===== src/rtl/mem_arb_pkg.sv =====
// Shared definitions for the unified instruction/data memory port arbiter:
// FSM state encoding, requester ids and default bus widths.
package mem_arb_pkg;

    localparam int ADDR_W_DEF = 32;
    localparam int DATA_W_DEF = 32;

    // Requester ids; also the encoding held in the round-robin last-grant bit
    localparam logic MST_IF = 1'b0;
    localparam logic MST_D  = 1'b1;

    typedef enum logic [1:0] {
        IDLE = 2'd0,
        BUSY = 2'd1,
        DONE = 2'd2
    } arb_state_t;

endpackage


===== src/rtl/rr_arb2.sv =====
// Two-input round-robin grant selector for the fetch (IF) and data (D) ports.
// On a tie the requester that did not win last time is chosen; the remembered
// winner starts as D so that IF wins the first tie after reset.
module rr_arb2
    import mem_arb_pkg::*;
(
    input  logic i_clk,
    input  logic i_rst,
    input  logic i_req_if,
    input  logic i_req_d,
    input  logic i_update,
    output logic o_valid,
    output logic o_grant
);

    logic r_last;

    // Pick the winner from the current requests and the previous winner
    always_comb begin
        o_valid = i_req_if | i_req_d;
        o_grant = MST_IF;
        if (i_req_if && i_req_d) begin
            o_grant = ~r_last;
        end else if (i_req_d) begin
            o_grant = MST_D;
        end
    end

    // Remember the winner whenever the caller accepts a grant
    always_ff @(posedge i_clk or posedge i_rst) begin
        if (i_rst) begin
            r_last <= MST_D;
        end else if (i_update) begin
            r_last <= o_grant;
        end
    end

endmodule


===== src/rtl/mem_port_arbiter.sv =====
// Arbiter sharing one single-port memory between the instruction fetch stage
// (IF) and the load/store unit (D). Round-robin grant, request/ack toward the
// requesters, enable/ready toward memory. All outputs are registered.
// Optional macro ARB_TIMEOUT_EN adds a BUSY wait counter that aborts an access
// after TIMEOUT_CYC cycles without mem_ready and flags it on bus_err; the
// TIMEOUT_CYC parameter exists only in that build.
module mem_port_arbiter
    import mem_arb_pkg::*;
#(
    parameter int ADDR_W = ADDR_W_DEF,
    parameter int DATA_W = DATA_W_DEF
`ifdef ARB_TIMEOUT_EN
    ,
    parameter int TIMEOUT_CYC = 255
`endif
) (
    input  logic              CLK,
    input  logic              Reset,
    input  logic              if_req,
    input  logic [ADDR_W-1:0] if_addr,
    output logic [DATA_W-1:0] if_rdata,
    output logic              if_ack,
    input  logic              d_req,
    input  logic              d_we,
    input  logic [ADDR_W-1:0] d_addr,
    input  logic [DATA_W-1:0] d_wdata,
    output logic [DATA_W-1:0] d_rdata,
    output logic              d_ack,
    output logic              mem_en,
    output logic              mem_we,
    output logic [ADDR_W-1:0] mem_addr,
    output logic [DATA_W-1:0] mem_wdata,
    input  logic [DATA_W-1:0] mem_rdata,
    input  logic              mem_ready,
    output logic              bus_err
);

    arb_state_t        r_state;
    arb_state_t        w_state_nxt;
    logic              r_master;
    logic              r_mem_en;
    logic              r_mem_we;
    logic [ADDR_W-1:0] r_mem_addr;
    logic [DATA_W-1:0] r_mem_wdata;
    logic [DATA_W-1:0] r_if_rdata;
    logic [DATA_W-1:0] r_d_rdata;
    logic              r_if_ack;
    logic              r_d_ack;
    logic              r_bus_err;

    logic              w_gnt_vld;
    logic              w_gnt;
    logic              w_take;
    logic              w_finish;
    logic              w_abort;
    logic              w_timeout;

    rr_arb2 u_rr_arb2 (
        .i_clk    (CLK),
        .i_rst    (Reset),
        .i_req_if (if_req),
        .i_req_d  (d_req),
        .i_update (w_take),
        .o_valid  (w_gnt_vld),
        .o_grant  (w_gnt)
    );

`ifdef ARB_TIMEOUT_EN
    localparam int CNT_W = ($clog2(TIMEOUT_CYC + 1) > 8) ? $clog2(TIMEOUT_CYC + 1) : 8;

    logic [CNT_W-1:0] r_wait_cnt;

    // The abort fires on the BUSY cycle whose missing ready would bring the count to TIMEOUT_CYC
    assign w_timeout = (r_wait_cnt == CNT_W'(TIMEOUT_CYC - 1));

    // Count BUSY cycles without mem_ready; restart on every grant
    always_ff @(posedge CLK or posedge Reset) begin
        if (Reset) begin
            r_wait_cnt <= '0;
        end else if (w_take) begin
            r_wait_cnt <= '0;
        end else if ((r_state == BUSY) && !mem_ready) begin
            r_wait_cnt <= r_wait_cnt + 1'b1;
        end
    end
`else
    assign w_timeout = 1'b0;
`endif

    // FSM state register
    always_ff @(posedge CLK or posedge Reset) begin
        if (Reset) begin
            r_state <= IDLE;
        end else begin
            r_state <= w_state_nxt;
        end
    end

    // Next state and the one-cycle grant/complete/abort strobes
    always_comb begin
        w_state_nxt = r_state;
        w_take      = 1'b0;
        w_finish    = 1'b0;
        w_abort     = 1'b0;
        case (r_state)
            IDLE: begin
                if (w_gnt_vld) begin
                    w_take      = 1'b1;
                    w_state_nxt = BUSY;
                end
            end
            BUSY: begin
                if (mem_ready) begin
                    w_finish    = 1'b1;
                    w_state_nxt = DONE;
                end else if (w_timeout) begin
                    w_abort     = 1'b1;
                    w_state_nxt = DONE;
                end
            end
            // Requests are ignored here, giving the acked requester a cycle to drop req
            DONE: w_state_nxt = IDLE;
            default: w_state_nxt = IDLE;
        endcase
    end

    // Latch the granted access, drive memory, capture read data and pulse acks
    always_ff @(posedge CLK or posedge Reset) begin
        if (Reset) begin
            r_master    <= MST_IF;
            r_mem_en    <= 1'b0;
            r_mem_we    <= 1'b0;
            r_mem_addr  <= '0;
            r_mem_wdata <= '0;
            r_if_rdata  <= '0;
            r_d_rdata   <= '0;
            r_if_ack    <= 1'b0;
            r_d_ack     <= 1'b0;
            r_bus_err   <= 1'b0;
        end else begin
            r_if_ack  <= 1'b0;
            r_d_ack   <= 1'b0;
            r_bus_err <= 1'b0;
            if (w_take) begin
                r_master <= w_gnt;
                r_mem_en <= 1'b1;
                if (w_gnt == MST_D) begin
                    r_mem_we    <= d_we;
                    r_mem_addr  <= d_addr;
                    r_mem_wdata <= d_wdata;
                end else begin
                    r_mem_we    <= 1'b0;
                    r_mem_addr  <= if_addr;
                    r_mem_wdata <= '0;
                end
            end
            if (w_finish || w_abort) begin
                r_mem_en  <= 1'b0;
                r_mem_we  <= 1'b0;
                r_bus_err <= w_abort;
                if (r_master == MST_IF) begin
                    r_if_ack   <= 1'b1;
                    r_if_rdata <= w_abort ? '0 : mem_rdata;
                end else begin
                    r_d_ack <= 1'b1;
                    if (w_abort) begin
                        r_d_rdata <= '0;
                    end else if (!r_mem_we) begin
                        r_d_rdata <= mem_rdata;
                    end
                end
            end
        end
    end

    assign if_rdata  = r_if_rdata;
    assign if_ack    = r_if_ack;
    assign d_rdata   = r_d_rdata;
    assign d_ack     = r_d_ack;
    assign mem_en    = r_mem_en;
    assign mem_we    = r_mem_we;
    assign mem_addr  = r_mem_addr;
    assign mem_wdata = r_mem_wdata;
    assign bus_err   = r_bus_err;

endmodule


===== config.mk =====
export PLATFORM = sky130hd
export DESIGN_NAME = mem_port_arbiter
export DESIGN_NICKNAME = d
export VERILOG_FILES = /design/src/rtl/mem_arb_pkg.sv /design/src/rtl/rr_arb2.sv /design/src/rtl/mem_port_arbiter.sv
export SDC_FILE = /design/constraint.sdc
export NUM_CORES = 1
export LEC_CHECK = 0
export ABC_AREA = 1
export CAP_MARGIN = 20
export CORE_AREA = 5 5 112 140
export CTS_BUF_LIST = sky130_fd_sc_hd__clkbuf_8
export DETAILED_ROUTE_END_ITERATION = 10
export DIE_AREA = 0 0 117 145
export HOLD_SLACK_MARGIN = 0.03
export PLACE_DENSITY = 0.82
export REMOVE_ABC_BUFFERS = 1
export SYNTH_ARGS = -nofsm -noshare
export SYNTH_HDL_FRONTEND = slang
export SYNTH_HIERARCHICAL = 1
export SYNTH_SLANG_ARGS = --single-unit

===== constraint.sdc =====
create_clock -name CLK -period 5.4 [get_ports CLK]
set_input_delay 1.08 -clock CLK [delete_from_list [all_inputs] [get_ports CLK]]
set_output_delay 1.08 -clock CLK [all_outputs]
set_load 0.02 [all_outputs]

# Yosys cells after proc, flatten, opt, wreduce, memory -nomap -nowiden

Cells that the tools add are included.

Output and inout port bits: 133
Logic and storage cells: 44
Bits in registers: 136

Reduce and logical (&&, ||, !) cells: 6
Equality and inequality tests: 3
Bitwise gates (word level): 4
Mux-type cells: 20

Operators with widths:

| kind                                                   | number |
|---|---|
| two-way mux 32 bit                                     | 2 |
| two-way mux 1 bit                                      | 15 |
| two-way mux 2 bit                                      | 2 |
| case mux 2 bit (2 select lines)                        | 1 |
| AND reduction 2 bit                                    | 2 |
| NOT 1 bit                                              | 3 |
| AND reduction 3 bit                                    | 1 |
| equality test 2 x 1 -> 1 bit (second input constant)   | 1 |
| logical NOT 2 bit                                      | 1 |
| inequality test 2 x 1 -> 1 bit (second input constant) | 1 |
| inequality test 2 bit (second input constant)          | 1 |
| nonzero test 2 bit                                     | 1 |
| logical AND 1 bit                                      | 1 |
| bitwise OR 1 bit                                       | 1 |

# Depth between registers and ports, before layout

Gate-level depths: netlist of the first run.

Depth in word-level cells: 5
Gate-level depth with buffers: 7
Gate-level depth less buffers: 6

# Cells and area by module

Netlist of the first run, hierarchy kept.

Modules (own cells, without submodules):

| module           | sequential area each (um^2) | instances | area each (um^2) | cells an instance |
|---|---|---|---|---|
| mem_port_arbiter | 3378.2                      | 1         | 6054.6           | 715 |
| rr_arb2          | 26.3                        | 1         | 63.8             | 9 |

# Least setup slack after synthesis of the first run

OpenSTA, ideal clock, no wires.

Path type: input -> register
Start point: input d_req
End point: register r_mem_wdata[10] (netlist: mem_wdata[10])
Slack: 3.466 ns
Required time: 5.317 ns
Arrival: 1.851 ns
Cell stages on the path: 6
Library setup time: 0.083 ns
Path buffers: 3
Cells stage by stage: a21boi_1 > buf_4 > buf_4 > buf_2 > nand2_1 > o21ai_0

Longest elaborated chain between the ends: 3

Ends and longest elaborated chain:

| element                                                        | RTL line                                         | text |
|---|---|---|
| start: declaration                                             | mem_port_arbiter.sv:23                           | `input logic d_req,` |
| two-way mux 1 bit, or another cell as far along                | rr_arb2.sv:24                                    | `end else if (i_req_d) begin` |
| two-way mux 1 bit (on tied branches)                           | rr_arb2.sv:22, mem_port_arbiter.sv:107           |  |
| two-way mux 32 bit / two-way mux 1 bit (equally long branches) | mem_port_arbiter.sv:147, mem_port_arbiter.sv:105 |  |
| end signal: assignment                                         | mem_port_arbiter.sv:150                          | `r_mem_wdata <= d_wdata;` |
| end: declaration                                               | mem_port_arbiter.sv:44                           | `logic [DATA_W-1:0] r_mem_wdata;` |

Parallel ways exist; a longest one is shown, timed or not.
A chain may end at the register's enable or synchronous reset.

# Final worst setup path of the first run

Start point: input mem_ready
End point: register r_if_rdata[30] (netlist: if_rdata[30])

Longest elaborated chain between the ends: 3

Ends and longest elaborated chain:

| element                       | RTL line                | text |
|---|---|---|
| start: declaration            | mem_port_arbiter.sv:34  | `input logic mem_ready,` |
| two-way mux 1 bit             | mem_port_arbiter.sv:113 | `if (mem_ready) begin` |
| two-way mux 1 bit             | mem_port_arbiter.sv:105 | `case (r_state)` |
| AND reduction 2 bit (no line) | --                      |  |
| end signal: assignment        | mem_port_arbiter.sv:163 | `r_if_rdata <= w_abort ? '0 : mem_rdata;` |
| end: declaration              | mem_port_arbiter.sv:45  | `logic [DATA_W-1:0] r_if_rdata;` |

No other way between the ends.

==> flow_summary.yaml, run 1 <==
power_and_ir_drop:
  leakage_component_of_the_power_nw: 4.46
  vdd_drop_max_mv: 0.295
  power_per_cell_area_nw_per_um2: 590
route:
  wire_per_inst_um: 14.8
  top_layer: "met4"
  detailroute.wirelength.met2_um: 8370
  met3WireLength_um: 2070
  drt-initial-drc-count: 356
  firstDrtPassIters: 4
  antenna_left: 0
  detail_route.vias_per_cell: 4.66
  via_count: 5422
  route.detailed.drc: 0
  sum_of_routed_wire_segments_on_met1_um: 6460
  drt-total-wl_um: 17200
cts:
  cts_hold_buffers: 0
  cts_buffers: 17
  cts_post_setup_buffers_inserted: 0
  cts-htree-levels: 4
  post_cts_resized: 0
  clkLatencyLatePin_ps: 430
  clk_pin_slew_worst_paths_ps: 80
  cts_tree: "done"
  clock_tree.root_cell: "clkbuf_8"
  clock_tree.buffer_depth: 2
  clkSinkCount: 136
status:
  outcome: "finished clean"
yosys:
  ys.warnings.count: 6
  synthCells: 724
  yosys.cell_types.count: 21
  number_of_synthesized_register_bits: 136
  synth.cell_area_sq_um: 6120
  synth.avg_cell_area_sq_um: 8.45
  synth_sequential_area_ratio: 0.556
grt:
  grt_overall_usage: 0.205
  grt_overflow_total: 0
  via_count_of_the_first_global_routing_pass: 5465
  grt_pass1_wl_um: 27500
  grt_antenna_before_repair: 0
  grt_max_degree: 96
sta:
  max_freq_ghz: 0.347
  timing.final.crit_period_ps: 2880
  timing.max_slew.rel_slack: 0.372
  unrepaired_setup_endpoints_after_global_routing: "no"
  clock-skew-final_ps: 13.5
  hold_violations: 0
  timing.final.setup_violations: 0
  final_max_slew_viol_count: 0
  post-route-period-util: 0.534
  timing_worst_slew_pin_value_ps: 939
  setup_total_negative_slack_ps: 0
floorplan:
  die_width_um: 117
  initial_utilization: 0.430
  row_count: 49
  num_io_pins: 267
  coreArea_sq_um: 14200
  dieArea_sq_um: 17000
  floorplan.die.height_um: 145
setup_path:
  timing.reg2reg.worst_path_depth: 5
  end_kind: "register"
  critPathKind: "in2reg"
  timing.critical_path.fanout_max: 39
  timing.critical_path.arrival_ps: 3240
  worst-endpoint-required_ps: 5760
  timing.critical_path.from_type: "input port"
placement:
  place_area_sq_um: 8760
  placed_cells_incl_taps: 1132
  place_congestion: 0.793
  placement.io_buffers: 265
  place_hpwl_um: 12400
hold_path:
  min_path_type: "reg2reg"
  timing.hold.worst_path_depth: 2
layout:
  ff_latch_area_sq_um: 3400
  fraction_of_layout_cells_with_a_size_suffix_above_1: 0.0740
  num-nets-final: 1107
  post_route_insts_no_fill: 1164
  final_core_util: 0.645
  top_library_cells_by_usage_in_the_layout_fill_and_taps_aside: "361 x nand2_1, 265 x clkdlybuf4s50_1, 135 x dfrtp_1, 71 x inv_1, 65 x o21ai_0"
  area_taken_by_multi_input_logic_gates_sq_um: 2150
  mostFrequentLayoutCell: "nand2_1"
  fillerInstances: 1180
  num_antenna_cells: 0
  layout-area-overhead-vs-synth_pct: 50.0
  postLayoutCellArea_sq_um: 9180
job:
  max_cap_violations: 0
-- metal layers --
layer / vias to the layer above / global-route usage
li1: 2688 / -
met1: 2467 / 0.231
met2: 237 / 0.342
met3: 30 / 0.0912
met4: 0 / 0.0717
met5: - / 0
-- power by group --
part | switching (W) | internal [W] | leakage (nW)
sequential | 0.000282 | 0.00150 | 1.71
combinational | 0.00152 | 0.00122 | 2.54
clock | 0.000420 | 0.000472 | 0.207
-- Yosys cell counts, drive strengths merged --
master | instances | area share
a21boi | 1 | 0.0012
buf | 33 | 0.044
clkbuf | 8 | 0.0049
conb | 1 | 0.00061
dfrtp | 135 | 0.55
dfstp | 1 | 0.0043
inv | 73 | 0.045
nand2 | 362 | 0.22
nand3 | 6 | 0.0090
nor2 | 5 | 0.0067
o21ai | 65 | 0.053
o21bai | 32 | 0.055
o31ai | 1 | 0.0012
or2 | 1 | 0.0010
-- per-stage QoR --
step,power (W),setup WS (ps),hold slack [ps]
after floorplan,0.00318,603,456
after global placement,0.00449,2180,456
after detailed placement,0.00456,2080,464
after CTS,0.00548,2530,484
after global routing,0.00578,2420,496
final,0.00542,2520,480
-- critical path, cell delays in order --
cell and delay [ps]:
clkdlybuf4s50_1 540, nand3_4 500, nor2_4 840, nand2_1 160, nand2_1 110
-- state kept, by name (all words and copies together) (netlist names) --
| name | cells |
|---|---|
| mem_addr | 32 |
| if_rdata | 32 |
| d_ack | 1 |
| r_state | 2 |
| mem_en | 1 |
| if_ack | 1 |
| u_rr_arb2/r_last | 1 |
| mem_we | 1 |
| mem_wdata | 32 |
| r_master | 1 |
| d_rdata | 32 |
-- layout make-up --
type | count | share of cell area
well taps | 178 | 0.0243
repair buffers | 271 | 0.294
inverters | 73 | 0.0304
flip-flops and latches | 136 | 0.371
clock buffers | 18 | 0.0270
clock inverters | 14 | 0.0189
multi-input cells | 474 | 0.235
-- path summary, 6_finish.rpt --
kind,slack (ps),from,endpoint
worst max register to register,3160,r_state[1],if_rdata[30]
worst max-delay path,2520,mem_ready,if_rdata[30]
worst min register to register,480,mem_addr[2],mem_addr[2]
min in group asynchronous,1080,Reset,u_rr_arb2/r_last
max in group asynchronous,3320,Reset,if_rdata[14]
worst min-delay path,480,mem_addr[2],mem_addr[2]
-- logic make-up (layout without fill, tap and decap cells) --
family,Yosys count,count (layout),share of synthesized area
AOI/OAI and AO/OA,99,99,0.110
buffers and inverters,114,376,0.0939
other,1,1,0.000613
and+or+nand+nor,374,374,0.239
DFF,136,136,0.556
No activity file was read; power rests on OpenSTA's default activity.
==> run 2, diff against run 1 <==
- CORE_AREA: 5 5 112 140 -> 5 5 119 149
- DIE_AREA: 0 0 117 145 -> 0 0 124 154
- PLACE_DENSITY: 0.82 -> 0.76
- clock period: 5.4 -> 2.5 ns (I/O delays scaled with it)
==> flow_summary.yaml, run 2 (synthesized netlist as in run 1, its figures left out) <==
status:
  outcome: "finished clean"
floorplan:
  initial_utilization: 0.381
  coreArea_sq_um: 16100
  floorplan.die.height_um: 154
  die_width_um: 124
  dieArea_sq_um: 19100
  row_count: 52
  num_io_pins: 267
grt:
  via_count_of_the_first_global_routing_pass: 5219
  grt_overall_usage: 0.181
  grt_pass1_wl_um: 27100
  grt_max_degree: 100
  grt_overflow_total: 0
  grt_antenna_before_repair: 1
route:
  drt-total-wl_um: 17100
  via_count: 5339
  antenna_left: 0
  wire_per_inst_um: 14.2
  firstDrtPassIters: 5
  detail_route.vias_per_cell: 4.43
  route.detailed.drc: 0
  drt-initial-drc-count: 282
cts:
  clkLatencyLatePin_ps: 420
  clk_pin_slew_worst_paths_ps: 80
  cts-htree-levels: 4
  clock_tree.buffer_depth: 2
  clock_tree.root_cell: "clkbuf_8"
  cts_buffers: 17
  cts_post_setup_buffers_inserted: 0
  cts_hold_buffers: 0
  cts_tree: "done"
  clkSinkCount: 136
  post_cts_resized: 0
setup_path:
  critPathSlowestCell: "clkdlybuf4s50_1"
  crit_buf_inv: 1
  cp_slowest_stage_delay_ps: 640
  worst-endpoint-required_ps: 2000
  critical_path.cell_chain: "clkdlybuf4s50_1"
  critPathKind: "reg2out"
  timing.critical_path.arrival_ps: 1460
  end_kind: "primary output"
  worst_path_dominant_cell_family: "buffers and inverters"
  timing.critical_path.fanout_max: 2
  timing.rr.start: "r_state[1]"
  worstSetupStartpoint: "mem_addr[29]"
  timing.critical_path.from_type: "register"
sta:
  clock-skew-final_ps: 13.0
  timing.final.setup_violations: 0
  hold_violations: 0
  timing.final.ws_setup_ps: 540
  unrepaired_setup_endpoints_after_global_routing: "no"
  timing.final.crit_period_ps: 1960
  max_freq_ghz: 0.510
  final_max_slew_viol_count: 0
  post-route-period-util: 0.784
layout:
  ff_latch_area_sq_um: 3400
  mostFrequentLayoutCell: "nand2_1"
  fraction_of_layout_cells_with_a_size_suffix_above_1: 0.0778
  layout-area-overhead-vs-synth_pct: 52.4
  area_taken_by_multi_input_logic_gates_sq_um: 2150
  num_antenna_cells: 0
  fillerInstances: 1429
  top_library_cells_by_usage_in_the_layout_fill_and_taps_aside: "361 x nand2_1, 265 x clkdlybuf4s50_1, 135 x dfrtp_1, 71 x inv_1, 65 x o21ai_0"
  post_route_insts_no_fill: 1206
  num-nets-final: 1112
hold_path:
  min_path_type: "reg2reg"
  hold_path_startpoint: "mem_addr[10]"
placement:
  place_congestion: 0.777
  place_hpwl_um: 12400
  placed_cells_incl_taps: 1175
  placement.io_buffers: 265
  pre_cts_slack_ps: 415
power_and_ir_drop:
  power_per_cell_area_nw_per_um2: 1260
  leakage_component_of_the_power_nw: 4.50
  vdd_drop_max_mv: 0.504
job:
  max_cap_violations: 0
## run 2: path summary, 6_finish.rpt
path	endpoint	slack, ps	cells past startpoint
setup / recovery	mem_addr[29]	540	1
hold / removal	mem_addr[10]	480	2
setup reg to reg	d_rdata[28]	1020	5
hold reg to reg	mem_addr[10]	480	2
max in group asynchronous	d_rdata[4]	1390	3
min in group asynchronous	u_rr_arb2/r_last	500	2
## run 2: layer usage
layer / vias up / GRT usage / wire length (um)
met2: 206 / 0.300 / 8290
met3: 19 / 0.0820 / 1990
met1: 2408 / 0.209 / 6500
li1: 2704 / - / -
met5: - / 0 / 7
met4: 2 / 0.0532 / 294
## run 2: area by class of cell
class                   instances  share of cell area
clock inverters                14              0.0188
flip-flops and latches        136               0.365
inverters                      73              0.0299
clock buffers                  17              0.0251
repair buffers                276               0.301
well taps                     216              0.0290
multi-input cells             474               0.231
## run 2: stage by stage
step | total power (W) | util | hold slack [ps] | TNS [ps] | instance area [sq um]
after CTS | 0.0119 | 0.580 | 465 | 0 | 9330
after detailed placement | 0.00995 | 0.555 | 464 | 0 | 8920
after floorplan | 0.00686 | - | 390 | -320870 | 5820
final | 0.0117 | 0.580 | 478 | 0 | 9330
after global routing | 0.0125 | 0.580 | 472 | 0 | 9330
after global placement | 0.00984 | 0.555 | 460 | 0 | 8920
## run 2: where the power goes
group / leakage (nW) / total, W / switching [W] / internal [W]
clock: 0.204 / 0.00188 / 0.000886 / 0.000992
combinational: 2.59 / 0.00598 / 0.00326 / 0.00272
sequential: 1.71 / 0.00385 / 0.000599 / 0.00325
